<file path="src/rtl/uart_pkg.sv">
// ---------------------------------------------------------------------------
// uart_pkg
//   Shared definitions for the UART-facing line sender.
//   - line_state_e : FSM state encoding of ram_line_sender
//   - CHAR_CR/LF   : line terminator characters
//   - TERM_*       : terminator mode selectors for the TERM_MODE parameter
//   - term_entry() : first state after the data characters of a line
// ---------------------------------------------------------------------------
package uart_pkg;

   typedef enum logic [2:0] {
      IDLE    = 3'd0,
      ADDR    = 3'd1,
      LOAD    = 3'd2,
      SEND    = 3'd3,
      TERM_CR = 3'd4,
      TERM_LF = 3'd5,
      DONE    = 3'd6
   } line_state_e;

   localparam logic [7:0] CHAR_CR = 8'h0D;
   localparam logic [7:0] CHAR_LF = 8'h0A;

   localparam int unsigned TERM_NONE    = 0;
   localparam int unsigned TERM_LF_ONLY = 1;
   localparam int unsigned TERM_CRLF    = 2;

   // State that follows the last data character (or an empty line):
   // CR for CR/LF mode, LF for LF-only mode, straight to DONE otherwise.
   function automatic line_state_e term_entry(input int unsigned mode);
      line_state_e st;
      case (mode)
         TERM_CRLF:    st = TERM_CR;
         TERM_LF_ONLY: st = TERM_LF;
         default:      st = DONE;
      endcase
      return st;
   endfunction

endpackage

</file>
<file path="src/rtl/ram_line_sender_if.sv">
// ---------------------------------------------------------------------------
// ram_line_sender_if
//   Bundles the control, RAM and UART signals of ram_line_sender.
//   Control : Start, Abort, BaseAddress, Length  (to the sender)
//   RAM     : RAMAddress (from sender), RAMData (to sender, 1-cycle latency)
//   UART    : TxFull, UartTick (to sender), TxData, WriteToUart (from sender)
//   Status  : Busy, Done (from sender)
//   master  : the environment driving requests and modelling RAM/UART
//   slave   : the sender itself
// ---------------------------------------------------------------------------
interface ram_line_sender_if #(
   parameter int unsigned ADDR_WIDTH = 6,
   parameter int unsigned DATA_WIDTH = 8
);

   logic                  Start;
   logic                  Abort;
   logic [ADDR_WIDTH-1:0] BaseAddress;
   logic [ADDR_WIDTH-1:0] Length;
   logic [DATA_WIDTH-1:0] RAMData;
   logic                  TxFull;
   logic                  UartTick;
   logic [ADDR_WIDTH-1:0] RAMAddress;
   logic [DATA_WIDTH-1:0] TxData;
   logic                  WriteToUart;
   logic                  Busy;
   logic                  Done;

   modport master (
      output Start, Abort, BaseAddress, Length, RAMData, TxFull, UartTick,
      input  RAMAddress, TxData, WriteToUart, Busy, Done
   );

   modport slave (
      input  Start, Abort, BaseAddress, Length, RAMData, TxFull, UartTick,
      output RAMAddress, TxData, WriteToUart, Busy, Done
   );

endinterface

</file>
<file path="src/rtl/ram_line_sender.sv">
// ---------------------------------------------------------------------------
// ram_line_sender
//   Reads Length characters from an external synchronous RAM starting at
//   BaseAddress and writes them to a UART FIFO, followed by the terminator
//   selected by TERM_MODE (0 none, 1 LF, 2 CR LF).
//
//   Parameters : ADDR_WIDTH, DATA_WIDTH, TERM_MODE
//   Ports      : Clock   - system clock, rising edge
//                Reset_n - asynchronous active-low reset
//                bus     - ram_line_sender_if.slave (control, RAM, UART,
//                          status signals)
//
//   All outputs are registered. A character is written when the current
//   send state sees UartTick=1, TxFull=0 and no strobe in flight; the
//   strobe appears the following cycle with TxData held stable.
// ---------------------------------------------------------------------------
module ram_line_sender
   import uart_pkg::*;
#(
   parameter int unsigned ADDR_WIDTH = 6,
   parameter int unsigned DATA_WIDTH = 8,
   parameter int unsigned TERM_MODE  = 2
) (
   input  logic              Clock,
   input  logic              Reset_n,
   ram_line_sender_if.slave  bus
);

   line_state_e           state_q,    state_d;
   logic [ADDR_WIDTH-1:0] base_q,     base_d;
   logic [ADDR_WIDTH-1:0] len_q,      len_d;
   logic [ADDR_WIDTH-1:0] count_q,    count_d;
   logic [ADDR_WIDTH-1:0] ram_addr_q, ram_addr_d;
   logic [DATA_WIDTH-1:0] tx_data_q,  tx_data_d;
   logic                  wr_q,       wr_d;
   logic                  busy_q,     busy_d;
   logic                  done_q,     done_d;
   logic                  term_ld_q,  term_ld_d;
   logic                  fire;

   // Blocking fire while a strobe is out keeps strobes two cycles apart.
   assign fire = bus.UartTick & ~bus.TxFull & ~wr_q;

   always_comb begin
      state_d    = state_q;
      base_d     = base_q;
      len_d      = len_q;
      count_d    = count_q;
      ram_addr_d = ram_addr_q;
      tx_data_d  = tx_data_q;
      term_ld_d  = term_ld_q;
      wr_d       = 1'b0;
      done_d     = 1'b0;

      case (state_q)
         IDLE: begin
            if (bus.Start && !bus.Abort) begin
               base_d    = bus.BaseAddress;
               len_d     = bus.Length;
               count_d   = '0;
               term_ld_d = 1'b0;
               if (bus.Length != '0) begin
                  // Address is registered on entry so the RAM sees it for
                  // the whole ADDR cycle and returns data during LOAD.
                  ram_addr_d = bus.BaseAddress;
                  state_d    = ADDR;
               end else begin
                  state_d = term_entry(TERM_MODE);
               end
            end
         end

         ADDR: state_d = LOAD;

         LOAD: begin
            tx_data_d = bus.RAMData;
            state_d   = SEND;
         end

         SEND: begin
            if (fire) begin
               wr_d    = 1'b1;
               count_d = count_q + ADDR_WIDTH'(1);
               if (count_d < len_q) begin
                  ram_addr_d = base_q + count_d;
                  state_d    = ADDR;
               end else begin
                  term_ld_d = 1'b0;
                  state_d   = term_entry(TERM_MODE);
               end
            end
         end

         // Terminator states spend their first cycle loading the constant,
         // which leaves TxData untouched during the previous character's
         // strobe; they may fire from the second cycle on.
         TERM_CR: begin
            if (!term_ld_q) begin
               tx_data_d = DATA_WIDTH'(CHAR_CR);
               term_ld_d = 1'b1;
            end else if (fire) begin
               wr_d      = 1'b1;
               term_ld_d = 1'b0;
               state_d   = TERM_LF;
            end
         end

         TERM_LF: begin
            if (!term_ld_q) begin
               tx_data_d = DATA_WIDTH'(CHAR_LF);
               term_ld_d = 1'b1;
            end else if (fire) begin
               wr_d      = 1'b1;
               term_ld_d = 1'b0;
               state_d   = DONE;
            end
         end

         DONE: begin
            done_d  = 1'b1;
            state_d = IDLE;
         end

         default: state_d = IDLE;
      endcase

      // Abort overrides every transition, including a same-cycle fire.
      if (bus.Abort && (state_q != IDLE)) begin
         state_d = IDLE;
         wr_d    = 1'b0;
         done_d  = 1'b0;
      end

      busy_d = (state_d != IDLE);
   end

   always_ff @(posedge Clock or negedge Reset_n) begin
      if (!Reset_n) begin
         state_q    <= IDLE;
         base_q     <= '0;
         len_q      <= '0;
         count_q    <= '0;
         ram_addr_q <= '0;
         tx_data_q  <= '0;
         wr_q       <= 1'b0;
         busy_q     <= 1'b0;
         done_q     <= 1'b0;
         term_ld_q  <= 1'b0;
      end else begin
         state_q    <= state_d;
         base_q     <= base_d;
         len_q      <= len_d;
         count_q    <= count_d;
         ram_addr_q <= ram_addr_d;
         tx_data_q  <= tx_data_d;
         wr_q       <= wr_d;
         busy_q     <= busy_d;
         done_q     <= done_d;
         term_ld_q  <= term_ld_d;
      end
   end

   assign bus.RAMAddress  = ram_addr_q;
   assign bus.TxData      = tx_data_q;
   assign bus.WriteToUart = wr_q;
   assign bus.Busy        = busy_q;
   assign bus.Done        = done_q;

endmodule

</file>
<file path="src/flat_wrapper.sv">
// flat-port wrapper written by rule: the top's interface ports become plain ports
module ram_line_sender_flat import uart_pkg::*;
#(
   parameter int unsigned ADDR_WIDTH = 6,
   parameter int unsigned DATA_WIDTH = 8,
   parameter int unsigned TERM_MODE  = 2
)
  (Clock, Reset_n, bus_Start, bus_Abort, bus_BaseAddress, bus_Length, bus_RAMData, bus_TxFull, bus_UartTick, bus_RAMAddress, bus_TxData, bus_WriteToUart, bus_Busy, bus_Done);
  ram_line_sender_if #(.ADDR_WIDTH(ADDR_WIDTH), .DATA_WIDTH(DATA_WIDTH)) bus_i ();
  input  logic Clock;
  input  logic Reset_n;
  input wire logic [$bits(bus_i.Start)-1:0] bus_Start;
  input wire logic [$bits(bus_i.Abort)-1:0] bus_Abort;
  input wire logic [$bits(bus_i.BaseAddress)-1:0] bus_BaseAddress;
  input wire logic [$bits(bus_i.Length)-1:0] bus_Length;
  input wire logic [$bits(bus_i.RAMData)-1:0] bus_RAMData;
  input wire logic [$bits(bus_i.TxFull)-1:0] bus_TxFull;
  input wire logic [$bits(bus_i.UartTick)-1:0] bus_UartTick;
  output wire logic [$bits(bus_i.RAMAddress)-1:0] bus_RAMAddress;
  output wire logic [$bits(bus_i.TxData)-1:0] bus_TxData;
  output wire logic [$bits(bus_i.WriteToUart)-1:0] bus_WriteToUart;
  output wire logic [$bits(bus_i.Busy)-1:0] bus_Busy;
  output wire logic [$bits(bus_i.Done)-1:0] bus_Done;
  assign bus_i.Start = bus_Start;
  assign bus_i.Abort = bus_Abort;
  assign bus_i.BaseAddress = bus_BaseAddress;
  assign bus_i.Length = bus_Length;
  assign bus_i.RAMData = bus_RAMData;
  assign bus_i.TxFull = bus_TxFull;
  assign bus_i.UartTick = bus_UartTick;
  assign bus_RAMAddress = bus_i.RAMAddress;
  assign bus_TxData = bus_i.TxData;
  assign bus_WriteToUart = bus_i.WriteToUart;
  assign bus_Busy = bus_i.Busy;
  assign bus_Done = bus_i.Done;
  ram_line_sender #(.ADDR_WIDTH(ADDR_WIDTH), .DATA_WIDTH(DATA_WIDTH), .TERM_MODE(TERM_MODE)) u_core (.Clock(Clock), .Reset_n(Reset_n), .bus(bus_i));
endmodule
</file>
<file path="config.mk">
export PLATFORM = sky130hd
export DESIGN_NAME = ram_line_sender_flat
export DESIGN_NICKNAME = d
export VERILOG_FILES = /design/src/rtl/uart_pkg.sv /design/src/rtl/ram_line_sender_if.sv /design/src/rtl/ram_line_sender.sv /design/src/flat_wrapper.sv
export SDC_FILE = /design/constraint.sdc
export NUM_CORES = 1
export LEC_CHECK = 0
export ABC_CLOCK_PERIOD_IN_PS = 2500
export CORE_ASPECT_RATIO = 0.6
export CORE_UTILIZATION = 35
export DETAILED_ROUTE_END_ITERATION = 10
export PLACE_DENSITY = 0.64
export SYNTH_ARGS = -nofsm -noshare
export SYNTH_HDL_FRONTEND = slang
export SYNTH_SLANG_ARGS = --single-unit
</file>
<file path="constraint.sdc">
create_clock -name Clock -period 2.5 [get_ports Clock]
set_input_delay 0.25 -clock Clock [delete_from_list [all_inputs] [get_ports Clock]]
set_output_delay 0.25 -clock Clock [all_outputs]
set_load 0.05 [all_outputs]
</file>
==> metrics.txt, run 1 <==
final hold slack 0.0673 ns; number of nets in the finished design 319; most heavily used metal layer in global routing met1; total internal power 1800 µW; proportion of total power due to net switching 0.420; Worst-Skew Late Latency 0.29 ns; root buffer selected by CTS sky130_fd_sc_hd__clkbuf_8; average wire length per cell after detail routing 15.6 µm; number of antenna violations at the first check in global routing 0; register area share after synthesis 0.441; horizontal die dimension 105 µm; share of the clock period used by the worst path 0.958; Setup Skew 0.00856 ns; Final Max Slew Viols 0; number of I/O pins 43; number of storage elements in the synthesis netlist 39; share of the core filled with cells in the final layout 0.490; met1 track demand over resource 0.312; relative slew slack 0.410; all-layer global routing usage 0.189; delay-heaviest family, CP simple AND/OR/NAND/NOR gates; number of input and output port buffers inserted 42; category of the worst setup path capture point flop; part of the power in registers 0.329; detailed-route wire length 5710 µm; First DRT Iteration DRCs 122; maximum clock insertion buffer count 2; Yosys warning total 0; standard-cell row count 22; Core ar. 6110 µm²; count of maximum capacitance violations 0; switching pwr 1300 µW; effective utilization at floorplan 0.362; gpl congestion 0.805; final-layout fill cell count 574; Total Neg Setup Slack 0 ns; Leak Pwr 0.00131 µW; Clock transition at path regs 0.08 ns; buffering stage count on the worst path with inverters included 0; Peak VDD IR 0.000684 V; largest net degree at the start of global routing 40; portion of total power attributed to combinational logic 0.494; time the worst path needs with I/O delays and setup 2.39 ns; power share of the clock group 0.177; average size of a mapped cell 9.83 µm²; CP max-delay cell sky130_fd_sc_hd__dfrtp_2; area growth from synthesis to final layout 35.5%; total overflow reported by the global router 0; cell area after technology mapping about 2200 µm²; share of layout cells above drive strength 1 0.184; CP peak stage delay between 0.4 and 0.5 ns; die height 63.6 µm; setup-violating endpoint count in the final report 0; die area 6650 µm²; setup repair after global routing missed its margin false; FF-to-FF setup slack 0.11 ns; met2 track utilization from global routing 0.233; maximum operating frequency roughly 0.42 GHz; standard cell area after detailed placement 2800 µm²; Hold Vio Cnt, Final 0; Power Dens Cells approximately 1000 nW/µm²; most used flip-flop cell after synthesis sky130_fd_sc_hd__dfrtp_1; status finished, final reports clean; H-tree Lvls 2; CTS tree yes; critical path fanouts, max 5; Vias/cell roughly 5.1; async set-or-reset flop fraction in the synthesized netlist 1.00; diode count 0; CP cell instances ha_4, nand3_1, xnor2_1, ha_1, and4_1, o21a_1, or3_4, o22ai_1, o2bb2a_1; vias after detailed routing 1874; via count of the first global-routing pass approximately 1900; Worst Max-Slew Pin Slew roughly 0.9 ns; total CTS buffers 5; number of enable flip-flop cells after synthesis 0; sum of net half-perimeters after detailed placement 4320 µm; global-route wire length before repair ~9700 µm; biggest area consumer among synthesized cells sky130_fd_sc_hd__dfrtp_1; critical path launch point type flop; drt first pass iters 4; Worst Setup Path Type reg -> reg; number of sinks driven by the clock tree 39; CP Data Arrival Time 2.58 ns; remaining antenna violation count after routing 0; Post-Synthesis Cells ~230; final routed DRC violation total 0; worst hold-check path type in -> async; area fraction of the dominant cell type after synthesis 0.441; Data required, critical path 2.68 ns; post-synthesis cell type count 53; fin area 3000 µm²; synth top area cells sky130_fd_sc_hd__dfrtp_1 44%, sky130_fd_sc_hd__ha_1 6.2%, sky130_fd_sc_hd__o21ai_0 4.1%, sky130_fd_sc_hd__mux2_2 3.6%, sky130_fd_sc_hd__nand2_1 3.4%; syn_nets roughly 260; global-route met3 utilization 0.0497
-- Yosys cell counts (all sizes together) (3+ instances only) --
master,n
dfrtp,39
nand3,6
mux2,8
nor3,8
clkbuf,8
a21o,3
or3,3
a21oi,9
inv,11
xnor2,4
ha,11
xor2,5
o21ai,18
a22o,4
a2bb2oi,3
nor2,21
nand2,20
o22ai,6
-- what timing repair did --
action                                  CTS  global route
endpoints found under the hold margin     0             0
endpoints found under the setup margin    1             5
hold buffers                              0             0
setup buffers                             1             1
resized for setup                         2            12
-- cells in the final DEF, fill, tap and decap left out, types with 2 or more instances in the layout --
master	synthesis	final
sky130_fd_sc_hd__a211oi_2	1	2
sky130_fd_sc_hd__a21o_1	3	3
sky130_fd_sc_hd__a21oi_1	9	9
sky130_fd_sc_hd__a221oi_1	2	2
sky130_fd_sc_hd__a22o_1	4	4
sky130_fd_sc_hd__a22oi_1	2	2
sky130_fd_sc_hd__a2bb2oi_1	3	3
sky130_fd_sc_hd__a31oi_1	2	2
sky130_fd_sc_hd__buf_4	1	16
sky130_fd_sc_hd__clkbuf_8	0	6
sky130_fd_sc_hd__clkdlybuf4s50_1	0	41
sky130_fd_sc_hd__dfrtp_1	39	37
sky130_fd_sc_hd__dfrtp_2	0	2
sky130_fd_sc_hd__ha_1	11	10
sky130_fd_sc_hd__inv_1	11	11
sky130_fd_sc_hd__mux2_2	7	7
sky130_fd_sc_hd__nand2_1	20	20
sky130_fd_sc_hd__nand2b_1	2	2
sky130_fd_sc_hd__nand3_1	6	5
sky130_fd_sc_hd__nand3b_1	2	2
sky130_fd_sc_hd__nor2_1	20	19
sky130_fd_sc_hd__nor3_1	8	8
sky130_fd_sc_hd__o21ai_0	18	17
sky130_fd_sc_hd__o22ai_1	6	6
sky130_fd_sc_hd__or3_1	3	2
sky130_fd_sc_hd__xnor2_1	4	3
sky130_fd_sc_hd__xor2_1	5	4
-- metrics by stage --
| stage | total power [µW] | cells | setup slack (ns) |
|---|---|---|---|
| finish | 3100 | 366 | 0.105 |
| global route | 3300 | 366 | 0.00309 |
| CTS | 3110 | 365 | 0.00623 |
| detailed placement | 2550 | 356 | -0.0334 |
| global placement | 2530 | 356 | 0.0898 |
| floorplan | 2030 | 225 | 0.157 |
-- final timing paths --
kind / from / cells after the start / endpoint
worst max-delay path: u_core.count_q[0] / 9 / u_core.bus.RAMAddress[4]
worst min-delay path: Reset_n / 1 / u_core.bus.TxData[2]
worst max register to register: u_core.count_q[0] / 9 / u_core.bus.RAMAddress[4]
worst min register to register: u_core.base_q[3] / 1 / u_core.base_q[3]
max in group asynchronous: Reset_n / 1 / u_core.count_q[0]
min in group Clock: u_core.base_q[3] / 1 / u_core.base_q[3]
-- logic make-up after synthesis --
kind of cell,after synthesis,share of synthesized area
AO/OA/AOI/OAI,62,0.190
XOR/XNOR,10,0.0458
adder cells (fa/ha/maj),12,0.0713
buffers and inverters,20,0.0356
flip-flops,39,0.441
multiplexers,9,0.0469
AND/OR/NAND/NOR,73,0.169
-- power by group through the flow --
stage                     sequential [µW]  combinational [µW]  clock, µW
final                                1020                1530        549
after CTS                            1020                1530        566
after floorplan                      1420                 618          0
after detailed placement             1030                1520          0
after global placement               1020                1510          0
after global routing                 1050                1660        592
-- routing by layer --
metal / share of wire / wire length [µm]
met2: 0.37 / 2140
met3: 0.062 / 356
met1: 0.56 / 3190
met5: 0 / 0
met4: 0.0042 / 24
-- sequential cells by signal (all words and copies together), names as in the netlist --
name,flops
u_core.bus.TxData,8
u_core.len_q,6
u_core.bus.WriteToUart,1
u_core.state_q,3
u_core.term_ld_q,1
u_core.bus.Busy,1
u_core.count_q,6
u_core.base_q,6
u_core.bus.RAMAddress,6
u_core.bus.Done,1
-- cell type report --
cell class	instances	area, µm²	share of cell area
clock buffers	6	82.6	0.0276
clock inverters	2	35.0	0.0117
inverters	11	41.3	0.0138
multi-input cells	166	1220	0.407
flip-flops and latches	39	978	0.327
well taps	84	105	0.0351
repair buffers	58	536	0.179
Power figures use the tool's default switching activity.
==> inputs of run 2 (changes only) <==
--- a/config.mk
+++ b/config.mk
@@ -6,10 +6,13 @@
 export NUM_CORES = 1
 export LEC_CHECK = 0
 export ABC_CLOCK_PERIOD_IN_PS = 2500
+export CELL_PAD_IN_SITES_DETAIL_PLACEMENT = 0
+export CELL_PAD_IN_SITES_GLOBAL_PLACEMENT = 1
 export CORE_ASPECT_RATIO = 0.6
 export CORE_UTILIZATION = 35
 export DETAILED_ROUTE_END_ITERATION = 10
-export PLACE_DENSITY = 0.64
+export PLACE_DENSITY = 0.78
+export SLEW_MARGIN = 20
 export SYNTH_ARGS = -nofsm -noshare
 export SYNTH_HDL_FRONTEND = slang
 export SYNTH_SLANG_ARGS = --single-unit
==> metrics.txt, run 2 (synthesized netlist as in run 1, its figures left out) <==
global-route wire length before repair 9420 µm (was 9690 µm); largest net degree at the start of global routing 40 (unchanged); drt first pass iters 5 (was 4); number of I/O pins 43 (unchanged); total CTS buffers 5 (unchanged); fin area 2980 µm² (was 3000 µm²); category of the worst setup path capture point flop (unchanged); die height 63.6 µm (unchanged); number of nets in the finished design 321 (was 319); CTS tree yes (unchanged); effective utilization at floorplan 0.362 (unchanged); area growth from synthesis to final layout 34.5% (was 35.5%); CTS hold repair buffers 0 (unchanged); detailed-route wire length 5700 µm (was 5710 µm); max FFs per register 8 (unchanged); maximum operating frequency 0.421 GHz (was 0.418 GHz); die area 6650 µm² (unchanged); Worst Setup Path Type reg -> reg (unchanged); multi-input combinational cell area 1200 µm² (was 1220 µm²); all-layer global routing usage 0.182 (was 0.189); number of antenna violations at the first check in global routing 0 (unchanged); commonest cells after routing, fill and taps aside 41 x sky130_fd_sc_hd__clkdlybuf4s50_1, 39 x sky130_fd_sc_hd__dfrtp_1, 20 x sky130_fd_sc_hd__nand2_1, 19 x sky130_fd_sc_hd__nor2_1, 18 x sky130_fd_sc_hd__buf_4 (was 41 x sky130_fd_sc_hd__clkdlybuf4s50_1, 37 x sky130_fd_sc_hd__dfrtp_1, 20 x sky130_fd_sc_hd__nand2_1, 19 x sky130_fd_sc_hd__nor2_1, 17 x sky130_fd_sc_hd__o21ai_0); final-layout fill cell count 579 (was 574); via count of the first global-routing pass 1823 (was 1852); Worst Max-Slew Pin Slew 0.906 ns (was 0.885 ns); Total Neg Setup Slack 0 ns (unchanged); critical path fanouts, max 4 (was 5); FF-to-FF setup slack 0.12 ns (was 0.11 ns); standard cell area after detailed placement 2800 µm² (unchanged); CP Data Arrival Time 2.53 ns (was 2.58 ns); Peak VDD IR 0.000774 V (was 0.000684 V); setup-violating endpoint count in the final report 0 (unchanged); buffering stage count on the worst path with inverters included 1 (was 0); count of maximum capacitance violations 0 (unchanged); status finished, final reports clean (unchanged); standard-cell row count 22 (unchanged); final hold slack 0.0880 ns (was 0.0673 ns); Worst-Skew Late Latency 0.29 ns (about the same); setup ws final 0.125 ns (was 0.105 ns); Hold Vio Cnt, Final 0 (unchanged); Setup Skew 0.00264 ns (was 0.00856 ns); origin of the critical flop-to-flop path u_core.count_q[1] (was u_core.count_q[0]); relative slew slack 0.396 (was 0.410); number of input and output port buffers inserted 42 (unchanged); final routed DRC violation total 0 (unchanged); vias after detailed routing 1927 (was 1874); leading cell type in the layout, fill and taps excluded sky130_fd_sc_hd__clkdlybuf4s50_1 (unchanged); critical path launch point type flop (unchanged); total overflow reported by the global router 0 (unchanged); remaining antenna violation count after routing 0 (unchanged); Core ar. 6110 µm² (unchanged); number of sinks driven by the clock tree 39 (unchanged); CP max-delay cell sky130_fd_sc_hd__dfrtp_1 (was sky130_fd_sc_hd__dfrtp_2); Power Dens Cells 1020 nW/µm² (was 1040 nW/µm²); horizontal die dimension 105 µm (unchanged); H-tree Lvls 2 (unchanged); Clock transition at path regs 0.08 ns (about the same); Final Max Slew Viols 0 (unchanged); delay-heaviest family, CP simple AND/OR/NAND/NOR gates (unchanged); sum of net half-perimeters after detailed placement 4220 µm (was 4320 µm); share of the core filled with cells in the final layout 0.487 (was 0.490); average wire length per cell after detail routing 15.5 µm (was 15.6 µm); gpl congestion 0.846 (was 0.805); diode count 0 (unchanged); CP cell instances ha_4, xor2_2, ha_1, and4_1, o21a_1, or3_4, buf_4, nor2b_1, a21oi_1 (was ha_4, nand3_1, xnor2_1, ha_1, and4_1, o21a_1, or3_4, o22ai_1, o2bb2a_1); worst setup slack after placement -0.0554 ns (was -0.0334 ns); Leak Pwr 0.00132 µW (was 0.00131 µW); sequential standard cell area 976 µm² (was 978 µm²); root buffer selected by CTS sky130_fd_sc_hd__clkbuf_8 (unchanged); number of cells on the worst reg-to-reg path 9 (unchanged); time the worst path needs with I/O delays and setup 2.38 ns (was 2.39 ns); CP peak stage delay 0.43 ns (was 0.44 ns); Data required, critical path 2.66 ns (was 2.68 ns); worst hold-check path type in -> async (unchanged); First DRT Iteration DRCs 121 (was 122); share of layout cells above drive strength 1 0.176 (was 0.184); maximum clock insertion buffer count 2 (unchanged); share of the clock period used by the worst path 0.950 (was 0.958); Vias/cell 5.24 (was 5.12); endpoint of the most critical register-to-register path u_core.bus.RAMAddress[5] (was u_core.bus.RAMAddress[4])
## run 2: cell count changes in the layout (fill, tap and decap cells not counted), sizes merged
| cell | change |
|---|---|
| buf | +2 |
| bufinv | -1 |
| clkinv | -1 |
| clkbuf | +2 |
## run 2: power by group
| group | switching [µW] | internal, µW |
|---|---|---|
| logic | 912 | 627 |
| registers | 158 | 855 |
| clock network | 227 | 252 |
## run 2: routing by layer
metal  vias up  part of all wire  global-route usage  wire length, µm
met3         8             0.057              0.0497              322
met2        59              0.37               0.235             2110
met1       923              0.56               0.289             3210
met4         0            0.0084              0.0423               48
li1        937                 -                   -                -
met5         -                 0                   0                0
## run 2: how the worst max path moves through the flow
stage / startpoint / to / cells after the start
after floorplan: u_core.count_q[0] / u_core.bus.RAMAddress[4] / 9
after global placement: u_core.count_q[0] / u_core.bus.RAMAddress[0] / 9
after detailed placement: u_core.count_q[0] / u_core.bus.RAMAddress[1] / 9
after CTS: u_core.count_q[1] / u_core.bus.RAMAddress[1] / 10
after global routing: u_core.count_q[1] / u_core.bus.RAMAddress[2] / 9
final: u_core.count_q[1] / u_core.bus.RAMAddress[5] / 9
## run 2: stage by stage
stage	power, µW	instances
6_report	3030	368
5_1_grt	3220	368
4_1_cts	3030	365
3_5_place_dp	2540	356
3_3_place_gp	2520	356
2_1_floorplan	2030	225
## run 2: repair_timing
action	CTS	global route
gates resized for setup	2	7
setup endpoints to repair	6	7
pin swaps	0	2
setup buffers	1	3
## run 2: cell type report
class / count / share of cell area
inverter: 11 / 0.0139
sequential: 39 / 0.328
tap: 84 / 0.0353
multi-input combinational: 166 / 0.404
timing repair buffer: 60 / 0.185
clock buffer: 8 / 0.0336
